<file path="config.mk">
export PLATFORM = sky130hd
export DESIGN_NAME = sdma_multi_ch_ctrl
export DESIGN_NICKNAME = d
export VERILOG_FILES = /design/src/rtl/sdma_multi_ch_ctrl.sv
export SDC_FILE = /design/constraint.sdc
export NUM_CORES = 1
export LEC_CHECK = 0
export ABC_AREA = 1
export CORE_MARGIN = 1
export CORE_UTILIZATION = 55
export CTS_CLUSTER_SIZE = 10
export DETAILED_ROUTE_END_ITERATION = 6
export PLACE_DENSITY = 0.83
export SLEW_MARGIN = 20
export SYNTH_ARGS = -nofsm -noshare
export SYNTH_HDL_FRONTEND = slang
export SYNTH_SLANG_ARGS = --single-unit
</file>
<file path="constraint.sdc">
create_clock -name WB_CLK -period 2.2 [get_ports WB_CLK]
set_input_delay 0.33 -clock WB_CLK [delete_from_list [all_inputs] [get_ports WB_CLK]]
set_output_delay 0.33 -clock WB_CLK [all_outputs]
set_load 0.05 [all_outputs]
</file>
<file path="src/rtl/sdma_multi_ch_ctrl.sv">
// Multi-channel SDMA request controller with Wishbone register file and a maskable done interrupt.
// Latency: 2-cycle bus access and registered outputs; backpressure: none, ACK always follows a request by one cycle.
module sdma_multi_ch_ctrl #(
    parameter int NUM_CH     = 4,
    parameter int CNT_W      = 16,
    parameter int ADDR_WIDTH = 7
) (
    input  logic                  WB_CLK,
    input  logic                  WB_RST,
    input  logic [ADDR_WIDTH-1:0] WBs_ADR,
    input  logic                  WBs_CYC,
    input  logic                  WBs_STB,
    input  logic                  WBs_WE,
    input  logic [3:0]            WBs_BYTE_STB,
    input  logic [31:0]           WBs_WR_DAT,
    output logic [31:0]           WBs_RD_DAT,
    output logic                  WBs_ACK,
    output logic [NUM_CH-1:0]     SDMA_Req_o,
    input  logic [NUM_CH-1:0]     SDMA_Active_i,
    input  logic [NUM_CH-1:0]     SDMA_Done_i,
    output logic                  Done_Intr_o,
    output logic                  Busy_o
);

    localparam int WORD_W = ADDR_WIDTH - 2;

    typedef enum logic [1:0] {
        CH_IDLE   = 2'd0,
        CH_REQ    = 2'd1,
        CH_ACTIVE = 2'd2
    } ch_state_t;

    logic [WORD_W-1:0] word_idx;
    logic              bus_acc;
    logic              wr_en;
    logic              rd_en;
    logic              wr_status;
    logic              wr_mask;
    logic [NUM_CH-1:0] wr_ctrl;
    logic [NUM_CH-1:0] wr_count;
    logic [NUM_CH-1:0] start_cmd;
    logic [NUM_CH-1:0] abort_cmd;
    logic [NUM_CH-1:0] pend_clr;
    logic [NUM_CH-1:0] pend_set;
    logic [NUM_CH-1:0] busy_vec;
    logic [31:0]       rd_mux;

    ch_state_t         state_q  [NUM_CH];
    ch_state_t         state_d  [NUM_CH];
    logic [CNT_W-1:0]  rem_q    [NUM_CH];
    logic [CNT_W-1:0]  rem_d    [NUM_CH];
    logic [CNT_W-1:0]  reload_q [NUM_CH];
    logic [NUM_CH-1:0] auto_q;
    logic [NUM_CH-1:0] pend_q;
    logic [NUM_CH-1:0] mask_q;

    logic unused_bits;
    assign unused_bits = ^{WBs_ADR[1:0], WBs_BYTE_STB, WBs_WR_DAT};

    assign word_idx = WBs_ADR[ADDR_WIDTH-1:2];
    assign bus_acc  = WBs_CYC & WBs_STB & ~WBs_ACK;
    assign wr_en    = bus_acc & WBs_WE;
    assign rd_en    = bus_acc & ~WBs_WE;

    always_comb begin
        wr_status = wr_en && (word_idx == WORD_W'(0));
        wr_mask   = wr_en && (word_idx == WORD_W'(1));
        wr_ctrl   = '0;
        wr_count  = '0;
        start_cmd = '0;
        abort_cmd = '0;
        for (int ch = 0; ch < NUM_CH; ch++) begin
            wr_ctrl[ch]   = wr_en && (word_idx == WORD_W'(2 + 2 * ch));
            wr_count[ch]  = wr_en && (word_idx == WORD_W'(3 + 2 * ch));
            start_cmd[ch] = wr_ctrl[ch] & WBs_BYTE_STB[0] & WBs_WR_DAT[0];
            abort_cmd[ch] = wr_ctrl[ch] & WBs_BYTE_STB[0] & WBs_WR_DAT[2];
        end
        pend_clr = (wr_status && WBs_BYTE_STB[0]) ? WBs_WR_DAT[NUM_CH-1:0] : '0;
    end

    // Done seen in REQ counts as an implicit Active, so REQ and ACTIVE share the completion path.
    always_comb begin
        pend_set = '0;
        for (int ch = 0; ch < NUM_CH; ch++) begin
            state_d[ch] = state_q[ch];
            rem_d[ch]   = rem_q[ch];
            if (abort_cmd[ch]) begin
                state_d[ch] = CH_IDLE;
            end else begin
                unique case (state_q[ch])
                    CH_IDLE: begin
                        if (start_cmd[ch] && (reload_q[ch] != '0)) begin
                            rem_d[ch]   = reload_q[ch];
                            state_d[ch] = CH_REQ;
                        end
                    end
                    CH_REQ, CH_ACTIVE: begin
                        if (SDMA_Done_i[ch]) begin
                            if (rem_q[ch] > CNT_W'(1)) begin
                                rem_d[ch]   = rem_q[ch] - CNT_W'(1);
                                state_d[ch] = CH_REQ;
                            end else begin
                                pend_set[ch] = 1'b1;
                                if (auto_q[ch] && (reload_q[ch] != '0)) begin
                                    rem_d[ch]   = reload_q[ch];
                                    state_d[ch] = CH_REQ;
                                end else begin
                                    rem_d[ch]   = '0;
                                    state_d[ch] = CH_IDLE;
                                end
                            end
                        end else if ((state_q[ch] == CH_REQ) && SDMA_Active_i[ch]) begin
                            state_d[ch] = CH_ACTIVE;
                        end
                    end
                    default: state_d[ch] = CH_IDLE;
                endcase
            end
        end
    end

    always_comb begin
        busy_vec   = '0;
        SDMA_Req_o = '0;
        for (int ch = 0; ch < NUM_CH; ch++) begin
            busy_vec[ch]   = (state_q[ch] != CH_IDLE);
            SDMA_Req_o[ch] = (state_q[ch] == CH_REQ);
        end
    end

    always_comb begin
        rd_mux = '0;
        if (word_idx == WORD_W'(0)) begin
            rd_mux[NUM_CH-1:0] = pend_q;
        end else if (word_idx == WORD_W'(1)) begin
            rd_mux[NUM_CH-1:0] = mask_q;
        end
        for (int ch = 0; ch < NUM_CH; ch++) begin
            if (word_idx == WORD_W'(2 + 2 * ch)) begin
                rd_mux[1:0] = {auto_q[ch], busy_vec[ch]};
            end
            if (word_idx == WORD_W'(3 + 2 * ch)) begin
                rd_mux[CNT_W-1:0] = rem_q[ch];
            end
        end
    end

    always_ff @(posedge WB_CLK) begin
        if (WB_RST) begin
            WBs_ACK     <= 1'b0;
            WBs_RD_DAT  <= '0;
            pend_q      <= '0;
            mask_q      <= '0;
            auto_q      <= '0;
            Done_Intr_o <= 1'b0;
            Busy_o      <= 1'b0;
            for (int ch = 0; ch < NUM_CH; ch++) begin
                state_q[ch]  <= CH_IDLE;
                rem_q[ch]    <= '0;
                reload_q[ch] <= '0;
            end
        end else begin
            WBs_ACK    <= bus_acc;
            WBs_RD_DAT <= rd_en ? rd_mux : '0;
            // Hardware set is OR-ed in after the clear so a coincident W1C cannot lose an event.
            pend_q     <= (pend_q & ~pend_clr) | pend_set;
            if (wr_mask && WBs_BYTE_STB[0]) begin
                mask_q <= WBs_WR_DAT[NUM_CH-1:0];
            end
            for (int ch = 0; ch < NUM_CH; ch++) begin
                state_q[ch] <= state_d[ch];
                rem_q[ch]   <= rem_d[ch];
                if (wr_ctrl[ch] && WBs_BYTE_STB[0]) begin
                    auto_q[ch] <= WBs_WR_DAT[1];
                end
                if (wr_count[ch]) begin
                    for (int b = 0; b < CNT_W; b++) begin
                        if (WBs_BYTE_STB[b / 8]) begin
                            reload_q[ch][b] <= WBs_WR_DAT[b];
                        end
                    end
                end
            end
            Done_Intr_o <= |(pend_q & mask_q);
            Busy_o      <= |busy_vec;
        end
    end

endmodule

</file>
# After elaboration in Yosys (flattened, before gate mapping)
# Memory sizes are Yosys's and may differ from the RTL's.
# Cells that the tools add are included.
# totals
reg_bits,47
mem_bits_rw,136
in_bits,56
output_inout_bits,39
wordCells,362
memories,3
# op_classes
n_addsub,4
n_lt_le_gt_ge,4
n_eq_ne,17
mux,180
n_bitwise,95
n_reduce_logical,48
# memory_table
name,depth,width,read_ports,rd_clocked_by_memory_dff,wr,line_no,rtl
reload_q,4,16,4,0,4,52,logic [CNT_W-1:0] reload_q [NUM_CH];
rem_q,4,16,4,0,4,50,logic [CNT_W-1:0] rem_q [NUM_CH];
state_q,4,2,4,0,4,48,ch_state_t state_q [NUM_CH];
# op_table
cell,count
16-bit two-way mux,28
16-bit case mux with 2 select lines,4
1-bit two-way mux,117
1-bit bitwise OR,72
"16-bit by 1-bit greater-than comparator with 1-bit output, second input constant",4
16-bit nonzero test,4
"16-bit by 1-bit subtractor with 16-bit output, second input constant",4
2-bit two-way mux,24
1-bit logical AND,28
"5-bit by 3-bit == test with 1-bit output, second input constant",4
1-bit bitwise AND,16
2-bit case mux with 2 select lines,4
4-bit two-way mux,3
"5-bit by 2-bit == test with 1-bit output, second input constant",2
"5-bit by 4-bit == test with 1-bit output, second input constant",2
2-bit OR reduction,5
4-bit bitwise AND,2
"2-bit by 1-bit == test with 1-bit output, second input constant",4
"2-bit == test, second input constant",4
2-bit zero test,4
2-bit nonzero test,4
4-bit OR reduction,2
"5-bit by 1-bit == test with 1-bit output, second input constant",1
5-bit zero test,1
other kinds (3),5

# Depth between registers and ports, before layout
# logic_depth
word_depth,11
ltp_mapped,14
mapped_depth_nobuf,13

# Least setup slack after synthesis
# Ideal clock, no wire load.
# synth_path
kind,input -> register
start,in WBs_ADR[6]
end,"mem reload_q[1][0], enable pin"
setup_ns,0.384
arrival_ns,1.564
required_time_ns,1.816
setup_slack_ns,0.252
path_stages,6
n_path_buf,1
path_cell_list,nor2_2 > nand2_2 > nor2_1 > buf_2 > inv_1 > o21ai_0
# synth_lines
element,line_no,rtl
start: declaration,10,"input logic [ADDR_WIDTH-1:0] WBs_ADR,"
end: declaration,52,

==> results.sh <==
export IMPL_status="finished, violations left"
export IMPL_violations="design-rule violations"
export IMPL_drt_iter0_markers=1456
export IMPL_criticalPathCategory="flop to output port"
export IMPL_die_width_um=138
export IMPL_cts_htree_levels=4
export IMPL_vias=10200
export IMPL_p_leak_nw=5.38
export IMPL_syn_area_per_cell_um2=6.80
export IMPL_cts_root_buffer="clkbuf_16"
export IMPL_crit_required_ps=1870
export IMPL_slew_viol_final=0
export IMPL_fin_ws_ps=35.6
export IMPL_fin_tns_setup_ps=0
export IMPL_drc=14
export IMPL_rsz0062_at_grt="no"
export IMPL_slowest_delay_ps=810
export IMPL_areaGrowthSynthToFinish_pct=17.1
export IMPL_drv_cap=0
export IMPL_yosysMostFrequentCell="nand2_1"
export IMPL_setup_violations=0
export IMPL_worstHoldStart="rem_q[3][1]"
export IMPL_start_util_pct=56.4
export IMPL_numPortBuffers=58
export IMPL_r2r_slack_ps=150
export IMPL_crit_path_max_fanout=3
export IMPL_grt_pass1_wl_um=47500
export IMPL_cts_path_max_buffers=2
export IMPL_rr_startpoint="state_q[1][0]"
export IMPL_hold_violations=0
export IMPL_yosysSeqAreaShare_pct=39.2
export IMPL_highest_layer="met4"
export IMPL_synthTopCellsByCount="353 x nand2_1, 313 x nor2_1, 168 x inv_1"
export IMPL_dp_hpwl_um=22600
export IMPL_hold_slack_ps=497
export IMPL_critical_path_cell_chain="inv_1 -> ha_1 -> clkdlybuf4s50_1"
export IMPL_yosys_area_top_type_share_pct=20.3
export IMPL_skew_ps=8.34
export IMPL_power_density_nw_per_um2=1190
export IMPL_cts_tree="done"
export IMPL_hp_class="flop to flop"
export IMPL_grt_antenna_before_repair=0
export IMPL_relSlewSlack_pct=57.8
export IMPL_grt_max_degree=51
export IMPL_clock_sinks=167
export IMPL_die_h_um=138
export IMPL_worstSetupStartpointType="flop"
export IMPL_io_pins=95
export IMPL_wire_per_inst_um=16.4
export IMPL_synth_cell_type_count=44
export IMPL_period_needed_ps=2160
export IMPL_die_area_um2=19000
export IMPL_hold_buffers=0
export IMPL_critPathArrivalTime_ps=1830
export IMPL_layout_nets=1670
export IMPL_wl_met2_um=13800
export IMPL_vdd_drop_max_v=0.000616
export IMPL_coreArea_um2=18000
export IMPL_viasPerCell=5.55
export IMPL_end_kind="output port"
export IMPL_post_route_period_util_pct=98.4
export IMPL_synth_edff_count=64
export IMPL_grt_overflow=0
export IMPL_synth_cells=1497
export IMPL_clkTransAtPathRegs_ps=60
export IMPL_grt_pass1_vias=9213
export IMPL_fmax_mhz=462
export IMPL_cts_buffers=17
export IMPL_firstDrtPassIters=7
export IMPL_place_ws_ps=-69.0
export IMPL_row_count=49
export IMPL_synth_area_top_cells="dfxtp_1 20%, edfxtp_1 19%, nand2_1 13%, nor2_1 12%, inv_1 6.2%"
export IMPL_worst_pin_slew_ps=628
export IMPL_dr_wl_met3_um=3040
export IMPL_critPathSlowestCell="clkdlybuf4s50_1"
export IMPL_synth_ff_type="dfxtp_1"
export IMPL_drt_total_wl_um=30100
export IMPL_ys_ff_latch=167
export IMPL_clock_latency_ps=430
export IMPL_drive_gt1_share_pct=9.21
export IMPL_worstSetupStartpoint="state_q[1][1]"
export IMPL_ant_nets=0
export IMPL_grt_usage_pct=31.8
export IMPL_ys_warn_count=0
export IMPL_gp_congestion=1.11
export IMPL_synthesis_area_um2=10200
export IMPL_synth_top_area_cell="dfxtp_1"
export IMPL_drt_met1_wl_um=12000
export IMPL_antenna_cells=0
export IMPL_async_flop_share_pct=0
flip-flops by register name (all words and copies together), names as in the netlist:
register	flops
WBs_ACK	1
pend_q	4
mask_q	4
rem_q	64
auto_q	4
Busy_o	1
reload_q	64
Done_Intr_o	1
WBs_RD_DAT	16
state_q	8
per-stage QoR:
stage	utilization, %	cell area [um2]	total power [mW]	cells
floorplan	-	10200	9.31	1512
global placement	62.8	11300	10.9	1804
detailed placement	62.8	11300	11.0	1804
CTS	66.0	11900	14.0	1836
global route	66.1	11900	15.2	1836
finish	66.1	11900	14.2	1836
worst paths after layout:
check	cells past startpoint	endpoint
min reg2reg	2	rem_q[3][1]
max	3	SDMA_Req_o[1]
max reg2reg	10	rem_q[1][14]
min	2	rem_q[3][1]
layer usage:
metal	track usage (%)	vias up
met4	14.3	0
met5	0	-
met1	40.3	4616
met3	7.72	104
li1	-	4920
met2	51.3	553
logic make-up after synthesis:
group,Yosys count,synth area share [%]
AO/OA/AOI/OAI,191,10.1
XOR/XNOR,33,2.84
adder cells (fa/ha/maj),20,2.46
buffers and inverters,237,10.4
flip-flops,167,39.2
other,1,0.0369
AND/OR/NAND/NOR,848,35.0
cells in the final DEF, fill, tap and decap left out, types with 3 or more instances in the layout:
master / n
or2_2: 4
a21oi_2: 8
clkinvlp_4: 5
xnor2_1: 5
clkbuf_8: 3
nor2_2: 8
nor2_4: 4
inv_2: 6
nand3_1: 108
ha_1: 20
nand2_2: 12
nand4_1: 14
o21ai_0: 86
nor3_1: 14
o21ai_1: 10
xor2_1: 28
buf_4: 56
edfxtp_1: 64
nand2_1: 353
buf_12: 10
inv_1: 166
clkbuf_16: 17
a31oi_1: 15
conb_1: 16
and2_1: 4
clkbuf_1: 5
dfxtp_1: 103
a21oi_1: 67
nand2_4: 5
nor2_1: 312
clkdlybuf4s50_1: 57
nand3_2: 3
power breakdown:
group          total [mW]  internal [mW]  switching (mW)
Clock                2.98           1.76            1.22
Sequential           4.31           3.68           0.631
Combinational        6.92           2.51            4.41
Total                14.2           7.95            6.26
cell type report:
cell class,count,area (um2)
Clock buffer,25,485
Clock inverter,7,93.8
Fill cell,1547,6110
Inverter,176,669
Multi-Input combinational cell,1108,5190
Sequential cell,167,3980
Tap cell,229,287
Timing Repair Buffer,124,1200
timing repair:
| action | CTS | global route |
|---|---|---|
| endpoints found under the setup margin | 3 | 4 |
| gates cloned | 0 | 0 |
| setup buffers | 0 | 0 |
| gates resized for setup | 1 | 3 |
worst max-delay path: cells and delay by family (launching register included):
family	cells	cell delay, ps
flip-flops	1	310
buffers and inverters	2	910
adder cells (fa/ha/maj)	1	180
(Power assumes the default switching activity.)
